**config.mk**
```make
export PLATFORM = sky130hd
export DESIGN_NAME = irq_pending_ctrl
export DESIGN_NICKNAME = d
export VERILOG_FILES = /design/src/rtl/irq_pkg.sv /design/src/rtl/irq_sync_edge.sv /design/src/rtl/irq_pending_ctrl.sv
export SDC_FILE = /design/constraint.sdc
export NUM_CORES = 1
export LEC_CHECK = 0
export ABC_AREA = 1
export CORE_UTILIZATION = 48
export CTS_CLUSTER_DIAMETER = 100
export DETAILED_ROUTE_END_ITERATION = 7
export GPL_ROUTABILITY_DRIVEN = 0
export PLACE_DENSITY = 0.95
export SLEW_MARGIN = 0
export SYNTH_ARGS = -nofsm -noshare
export SYNTH_HDL_FRONTEND = slang
export SYNTH_SLANG_ARGS = --single-unit
```
**constraint.sdc**
```tcl
create_clock -name clk -period 2.3 [get_ports clk]
set_input_delay 0.46 -clock clk [delete_from_list [all_inputs] [get_ports clk]]
set_output_delay 0.46 -clock clk [all_outputs]
set_load 0.005 [all_outputs]
```
**src/rtl/irq_pkg.sv**
```systemverilog
// -----------------------------------------------------------------------------
// irq_pkg
// Shared definitions for the interrupt pending controller slice:
//   - NUM_IRQ / IRQ_ID_W : request-line count and encoded id width (8:3)
//   - irq_state_e        : handshake FSM states
//   - IRQ_ID_RESET       : value of irq_id out of reset
//   - id_to_onehot()     : expands an encoded id into a per-line clear vector
// -----------------------------------------------------------------------------
package irq_pkg;

    localparam int NUM_IRQ  = 8;
    localparam int IRQ_ID_W = 3;

    typedef enum logic [1:0] {
        IDLE  = 2'b00,
        BUSY  = 2'b01,
        DRAIN = 2'b10
    } irq_state_e;

    localparam logic [IRQ_ID_W-1:0] IRQ_ID_RESET = 3'b000;

    // One-hot expansion of an interrupt id, used to clear a serviced pending bit.
    function automatic logic [NUM_IRQ-1:0] id_to_onehot(input logic [IRQ_ID_W-1:0] id);
        logic [NUM_IRQ-1:0] vec;
        vec     = {NUM_IRQ{1'b0}};
        vec[id] = 1'b1;
        return vec;
    endfunction

endpackage

```
**src/rtl/irq_sync_edge.sv**
```systemverilog
// -----------------------------------------------------------------------------
// irq_sync_edge
// Single request line: SYNC_STAGES-deep synchroniser followed by a rising-edge
// detector. The 'set' output is the per-line set request into the pending
// register.
//   Build option IRQ_LEVEL_EN: when defined, 'set' is the synchronised level
//   taken one stage early (the pending register then acts as the final
//   synchroniser stage), so the edge detector is bypassed.
// Ports:
//   clk    in  system clock
//   rst_n  in  asynchronous active-low reset
//   req    in  asynchronous request line, active-high
//   set    out edge pulse (default) or synchronised level (IRQ_LEVEL_EN)
// -----------------------------------------------------------------------------
module irq_sync_edge #(
    parameter int SYNC_STAGES = 2
) (
    input  logic clk,
    input  logic rst_n,
    input  logic req,
    output logic set
);

    logic [SYNC_STAGES-1:0] sync_r;

    // Synchroniser shift chain; bit 0 samples the asynchronous request.
    always_ff @(posedge clk or negedge rst_n) begin
        if (!rst_n) begin
            sync_r <= {SYNC_STAGES{1'b0}};
        end else begin
            sync_r <= {sync_r[SYNC_STAGES-2:0], req};
        end
    end

`ifdef IRQ_LEVEL_EN
    // Level mode: the pending flop downstream completes the synchroniser,
    // which is what buys back the cycle of latency.
    assign set = sync_r[SYNC_STAGES-2];
`else
    logic sync_d_r;

    // Delayed copy of the synchronised level for rise detection.
    always_ff @(posedge clk or negedge rst_n) begin
        if (!rst_n) begin
            sync_d_r <= 1'b0;
        end else begin
            sync_d_r <= sync_r[SYNC_STAGES-1];
        end
    end

    assign set = sync_r[SYNC_STAGES-1] & ~sync_d_r;
`endif

endmodule

```
**src/rtl/irq_pending_ctrl.sv**
```systemverilog
// -----------------------------------------------------------------------------
// irq_pending_ctrl
// Upstream feeder for the 8:3 priority encoder. Synchronises eight request
// lines, latches rising edges into 'pending', presents pending & irq_mask to
// the encoder and captures the encoder result into a held irq_id, served to
// the consumer through an irq_valid / irq_ack handshake.
//   Build option IRQ_LEVEL_EN: level-sensitive mode. Pending follows the
//   synchronised request level and an ack completes the handshake without
//   clearing pending (the source must drop its request).
// Ports:
//   clk        in   system clock, rising edge
//   rst_n      in   asynchronous active-low reset
//   irq_req    in   [7:0] asynchronous request lines
//   irq_mask   in   [7:0] per-line enable toward the encoder
//   enc_in     out  [7:0] encoder 'in' = pending & irq_mask (combinational)
//   enc_en     out  encoder 'en' = |enc_in (combinational)
//   enc_op     in   [2:0] encoder result, highest set index of enc_in
//   irq_valid  out  interrupt presented to the consumer
//   irq_id     out  [2:0] presented interrupt index, stable while irq_valid
//   irq_ack    in   consumer acknowledge pulse
//   pending    out  [7:0] raw pending register
// -----------------------------------------------------------------------------
module irq_pending_ctrl
    import irq_pkg::*;
#(
    parameter int SYNC_STAGES = 2
) (
    input  logic                clk,
    input  logic                rst_n,
    input  logic [NUM_IRQ-1:0]  irq_req,
    input  logic [NUM_IRQ-1:0]  irq_mask,
    output logic [NUM_IRQ-1:0]  enc_in,
    output logic                enc_en,
    input  logic [IRQ_ID_W-1:0] enc_op,
    output logic                irq_valid,
    output logic [IRQ_ID_W-1:0] irq_id,
    input  logic                irq_ack,
    output logic [NUM_IRQ-1:0]  pending
);

    logic [NUM_IRQ-1:0]  set_s;
    logic [NUM_IRQ-1:0]  clr_vec_s;
    logic [NUM_IRQ-1:0]  pending_next_s;
    logic [NUM_IRQ-1:0]  pending_r;
    irq_state_e          state_r;
    irq_state_e          next_state_s;
    logic                irq_valid_r;
    logic                valid_next_s;
    logic [IRQ_ID_W-1:0] irq_id_r;
    logic [IRQ_ID_W-1:0] id_next_s;

    for (genvar gi = 0; gi < NUM_IRQ; gi++) begin : g_line
        irq_sync_edge #(
            .SYNC_STAGES (SYNC_STAGES)
        ) u_sync_edge (
            .clk   (clk),
            .rst_n (rst_n),
            .req   (irq_req[gi]),
            .set   (set_s[gi])
        );
    end

    // Next pending vector; a new set on the bit being acked wins over the clear.
    always_comb begin
        pending_next_s = {NUM_IRQ{1'b0}};
`ifdef IRQ_LEVEL_EN
        pending_next_s = set_s;
`else
        pending_next_s = (pending_r & ~clr_vec_s) | set_s;
`endif
    end

    // Pending register.
    always_ff @(posedge clk or negedge rst_n) begin
        if (!rst_n) begin
            pending_r <= {NUM_IRQ{1'b0}};
        end else begin
            pending_r <= pending_next_s;
        end
    end

    assign enc_in  = pending_r & irq_mask;
    assign enc_en  = |enc_in;
    assign pending = pending_r;

    // Handshake FSM next-state and output decode. Once BUSY the captured id is
    // held: later pends or mask changes never preempt it.
    always_comb begin
        next_state_s = state_r;
        valid_next_s = irq_valid_r;
        id_next_s    = irq_id_r;
        clr_vec_s    = {NUM_IRQ{1'b0}};
        case (state_r)
            IDLE: begin
                if (enc_en) begin
                    id_next_s    = enc_op;
                    valid_next_s = 1'b1;
                    next_state_s = BUSY;
                end else begin
                    next_state_s = IDLE;
                end
            end
            BUSY: begin
                if (irq_ack) begin
                    clr_vec_s    = id_to_onehot(irq_id_r);
                    valid_next_s = 1'b0;
                    next_state_s = DRAIN;
                end else begin
                    next_state_s = BUSY;
                end
            end
            DRAIN: begin
                // Lets the encoder settle on the cleared pending vector.
                valid_next_s = 1'b0;
                next_state_s = IDLE;
            end
            default: begin
                valid_next_s = 1'b0;
                id_next_s    = IRQ_ID_RESET;
                next_state_s = IDLE;
            end
        endcase
    end

    // FSM state and registered handshake outputs.
    always_ff @(posedge clk or negedge rst_n) begin
        if (!rst_n) begin
            state_r     <= IDLE;
            irq_valid_r <= 1'b0;
            irq_id_r    <= IRQ_ID_RESET;
        end else begin
            state_r     <= next_state_s;
            irq_valid_r <= valid_next_s;
            irq_id_r    <= id_next_s;
        end
    end

    assign irq_valid = irq_valid_r;
    assign irq_id    = irq_id_r;

endmodule

```
* Word level (Yosys, flattened, before mapping)
Cells that the tools add are included.
** Storage, ports and cells
- Memories kept :: 0
- Word-level logic and storage cells :: 65
- ROM bits :: 0
- Bits in latches :: 0
- Register bits after elaboration :: 38
- Bits of input ports :: 22
- RAM bits :: 0
** Operators by class
- Equality and inequality tests :: 4
- Magnitude comparators :: 2
- Mux-type cells :: 12
- Bitwise gates (word level) :: 21
- Reductions and logical operators :: 6
- Div/mod/pow operators :: 0
- $mul :: 0
- Shifts and indexed selects :: 0
- $add $sub $neg :: 0
** Operators with widths (number)
- AND 8 bit :: 2
- two-way mux 8 bit :: 2
- inverter 1 bit :: 9
- AND 1 bit :: 8
- inverter 8 bit :: 1
- bitwise OR 8 bit :: 1
- OR reduction 8 bit :: 1
- one-hot mux 3 bit (2 select lines) :: 1
- less-than comparator 3 x 4 -> 1 bit, second input constant :: 1
- two-way mux 1 bit :: 4
- inequality test 2 bit, second input constant :: 2
- one-hot mux 2 bit (2 select lines) :: 1
- AND reduction 2 bit :: 2
- demux 1 bit (select 3 bit) :: 1
- >= comparator 3 x 1 -> 1 bit, second input constant :: 1
- two-way mux 3 bit :: 1
- equality test 2 x 1 -> 1 bit, second input constant :: 1
- equality test 2 bit, second input constant :: 1
- zero test 2 bit :: 1
- two-way mux 2 bit :: 1
- one-hot mux 1 bit (2 select lines) :: 1
- OR reduction 2 bit :: 1
- logical AND 1 bit :: 1

* Longest topological paths before layout
- Word-level depth :: 9
- Gate-level depth with buffers :: 7
- Gate-level depth less buffers :: 7

* Hierarchy
Synthesis repeated with hierarchy kept, for this count alone.
** Second synthesis, totals
- Cells, all modules :: 134
- Area, all modules :: 1403.8 um^2
** By module, submodules not included
- irq_pending_ctrl :: times used 1, area an instance 723.2 um^2, seq. area each 350.3 um^2, cells an instance 94
- irq_sync_edge :: times used 8, area an instance 85.1 um^2, seq. area each 75.1 um^2, cells an instance 5

* Worst setup path before layout
No wires, ideal clock.
- Path kind :: input-to-output
- Start point :: input irq_mask[1]
- End point :: output enc_en
- Cell stages on the path :: 4
- Buffers on the path :: 0
- Arrival :: 0.803 ns
- Slack :: 1.037 ns
- Cell sequence :: nand2_1 > nand2_1 > nor2_2 > nand2_2
** On the way
- Longest elaborated chain between the ends :: 2
** Ends and longest elaborated chain
- start: declaration :: RTL line irq_pending_ctrl.sv:31 : input logic [NUM_IRQ-1:0] irq_mask,
- AND 8 bit :: RTL line irq_pending_ctrl.sv:82 : assign enc_in = pending_r & irq_mask;
- OR reduction 8 bit :: RTL line irq_pending_ctrl.sv:83 : assign enc_en = |enc_in;
- end: declaration :: RTL line irq_pending_ctrl.sv:33 : output logic enc_en,
No other way between the ends.

* Worst setup path after layout
- Start point :: input irq_mask[0]
- End point :: output enc_en
The elaborated chain is that of the path after synthesis.

==> flow_summary.ini <==
[setup_path]
crit_fanout = 2
arrival_ns = 1.74
cp-end-kind = primary output
critPathLaunchType = input port
required_ns = 1.84
critical_path_class = in2out

[yosys]
yosysSeqAreaShare_pct = 72.2
yosys.area.top_type = dfrtp_1
ys_warn_count = 0
async_flop_share_pct = 100
syn_inst = 118
synth_commonest_cells = dfrtp_1 (38), nand2_1 (28), inv_1 (23), o21ai_0 (9), o21ai_1 (7)
synth.distinct_cells = 14
syn_area_mm2 = 0.00132
yosysMostFrequentCell = dfrtp_1
synth_ff_type = dfrtp_1
synth_edf_count = 0
synthTopCellsByArea = dfrtp_1 (72%), nand2_1 (8.0%), inv_1 (6.6%)
synth_top_area_share_pct = 72.2
syn_nets = 142
syn_area_per_cell_um2 = 11.2
ys_ff_latch = 38

[route]
drc = 0
drtAntennaViolNets = 0
drt_iter0_markers = 5
vias = 954
drtPass1Iterations = 4
wl_per_cell_um = 12.1
via_per_inst = 4.79
wl_um = 2400

[floorplan]
die_h_um = 54.4
dieWidth_um = 54.4
dieArea_mm2 = 0.00296
start_util_pct = 51.7
core_area_mm2 = 0.00254
row_count = 18
io_pins = 43

[sta]
timing.fmax_mhz = 455
tns_ns = 0
hold_violations = 0
rsz0062_at_grt = no
worstMarginPinSlew_ns = 0.810
fin_ws_ns = 0.102
final_max_slew_viol_count = 0
slew_headroom_pct = 46.0
skew_ns = 0.00624
final-setup-viol-count = 0
final.period_utilization_pct = 95.6
fin_crit_ns = 2.20

[cts]
cts_resized = 0
postCtsHoldBufs = 0
numClockSinks = 38
ctsRootBufferMaster = clkbuf_4
cts_buffers = 5
cts_tree = built
postCtsSetupRepairBufs = 0
htreeDepth = 2
clockBufferDepth = 2
clkLatencyLatePin_ns = 0.32
path_clk_slew_ns = 0.10

[finish]
final_area_mm2 = 0.00186
nets = 192
area_delta_synth_final_pct = 41.0
drive_above_1_share_pct = 8.88
n_antenna_cell = 0

[global_route]
grt_antenna_before_repair = 0
met3_usage_pct = 6.94
grt_usage_pct = 18.5
grt_max_degree = 39
gr-usage-met2_pct = 32.5
gr-total-overflow = 0
grt_busiest_layer = met2
met1_usage_pct = 20.3
grt_pass1_vias = 882
grt_pass1_wl_um = 3660

[place]
placed_area_mm2 = 0.00178
io_buffer_count = 42
hpwlAfterDp_um = 1840
pre_cts_slack_ns = 0.0989

[power]
pwr-share-seq_pct = 49.0
power_mw = 1.67
pwr-share-comb_pct = 27.2
power.share.clock_pct = 23.8
powerDensity_mw_per_mm2 = 903
power.internal_mw = 1.20
p_leak_nw = 0.895
switchingPower_mw = 0.472
switching_share_pct = 28.2
peakVddDrop_uv = 753

[flow_run]
drv_cap = 0

[hold_path]
min_path_type = in2async

[run_status]
status = finished, final reports clean
## area by class of cell
class / instances / area (um^2)
clock buffer: 8 / 78.8
fill: 171 / 689
inverter: 23 / 86.3
multi-input combinational: 57 / 279
sequential: 38 / 951
tap: 30 / 37.5
timing repair buffer: 43 / 423
## power groups by stage
stage	Combinational (mW)	Sequential [mW]	Clock, mW
final	0.455	0.820	0.399
after global routing	0.508	0.832	0.450
after CTS	0.458	0.822	0.416
after detailed placement	0.454	0.836	0
after global placement	0.428	0.827	0
after floorplan	0.206	0.823	0
## flip-flops by register name, indices dropped and copies added (netlist names)
| name | count |
|---|---|
| irq_valid | 1 |
| irq_id | 3 |
| g_line.u_sync_edge.sync_d_r | 8 |
| state_r | 2 |
| pending | 8 |
| g_line.u_sync_edge.sync_r | 16 |
## final timing paths
path,startpoint,endpoint,slack (ns),cells after the start
max in group asynchronous,rst_n,g_line[6].u_sync_edge.sync_r[1],1.57,1
worst min register to register,g_line[0].u_sync_edge.sync_r[0],g_line[0].u_sync_edge.sync_r[1],0.36,0
worst min-delay path,rst_n,pending[3],0.22,1
worst max-delay path,irq_mask[0],enc_en,0.10,6
min in group clk,g_line[0].u_sync_edge.sync_r[0],g_line[0].u_sync_edge.sync_r[1],0.36,0
worst max register to register,state_r[1],pending[0],0.97,6
## layout by cell type, fill, tap and decap left out
cell type	netlist	final
o21ai_0	9	9
nand2_1	28	28
clkbuf_8	0	3
a21oi_1	1	1
buf_4	0	1
buf_2	0	1
inv_1	23	23
nor2_1	1	1
nand2_2	1	1
a21oi_2	1	1
nor2_2	2	2
o21ai_1	7	7
dfrtp_1	38	38
clkbuf_4	0	5
or2_4	1	1
clkdlybuf4s50_1	0	41
nand4_1	3	3
nand3_1	1	1
ha_1	2	2
## critical path, cell delays in order
cell and delay [ns]:
clkdlybuf4s50_1 0.47, nand2_1 0.08, nand2_1 0.11, nor2_2 0.06, nand2_2 0.06, clkdlybuf4s50_1 0.49
## cell families (layout without fill, tap and decap cells)
| group | after synthesis | in the layout | synth area share [%] |
|---|---|---|---|
| DFF | 38 | 38 | 72.2 |
| AOI/OAI and AO/OA | 18 | 18 | 7.13 |
| adders and majority gates | 2 | 2 | 1.90 |
| buffers and inverters | 23 | 74 | 6.56 |
| and+or+nand+nor | 37 | 37 | 12.2 |
## layer usage
metal / routed length [um] / vias up
met2: 1250 / 36
met4: 21 / 0
li1: - / 470
met3: 138 / 2
met1: 992 / 446
met5: 0 / -
## metrics by stage
step,std cells,utilization [%],hold WS [ns]
finish,199,72.9,0.220
global route,199,72.9,0.240
floorplan,118,-,0.164
global placement,191,69.8,0.331
detailed placement,191,69.8,0.335
CTS,199,72.9,0.227
Power figures use the tool's default switching activity.
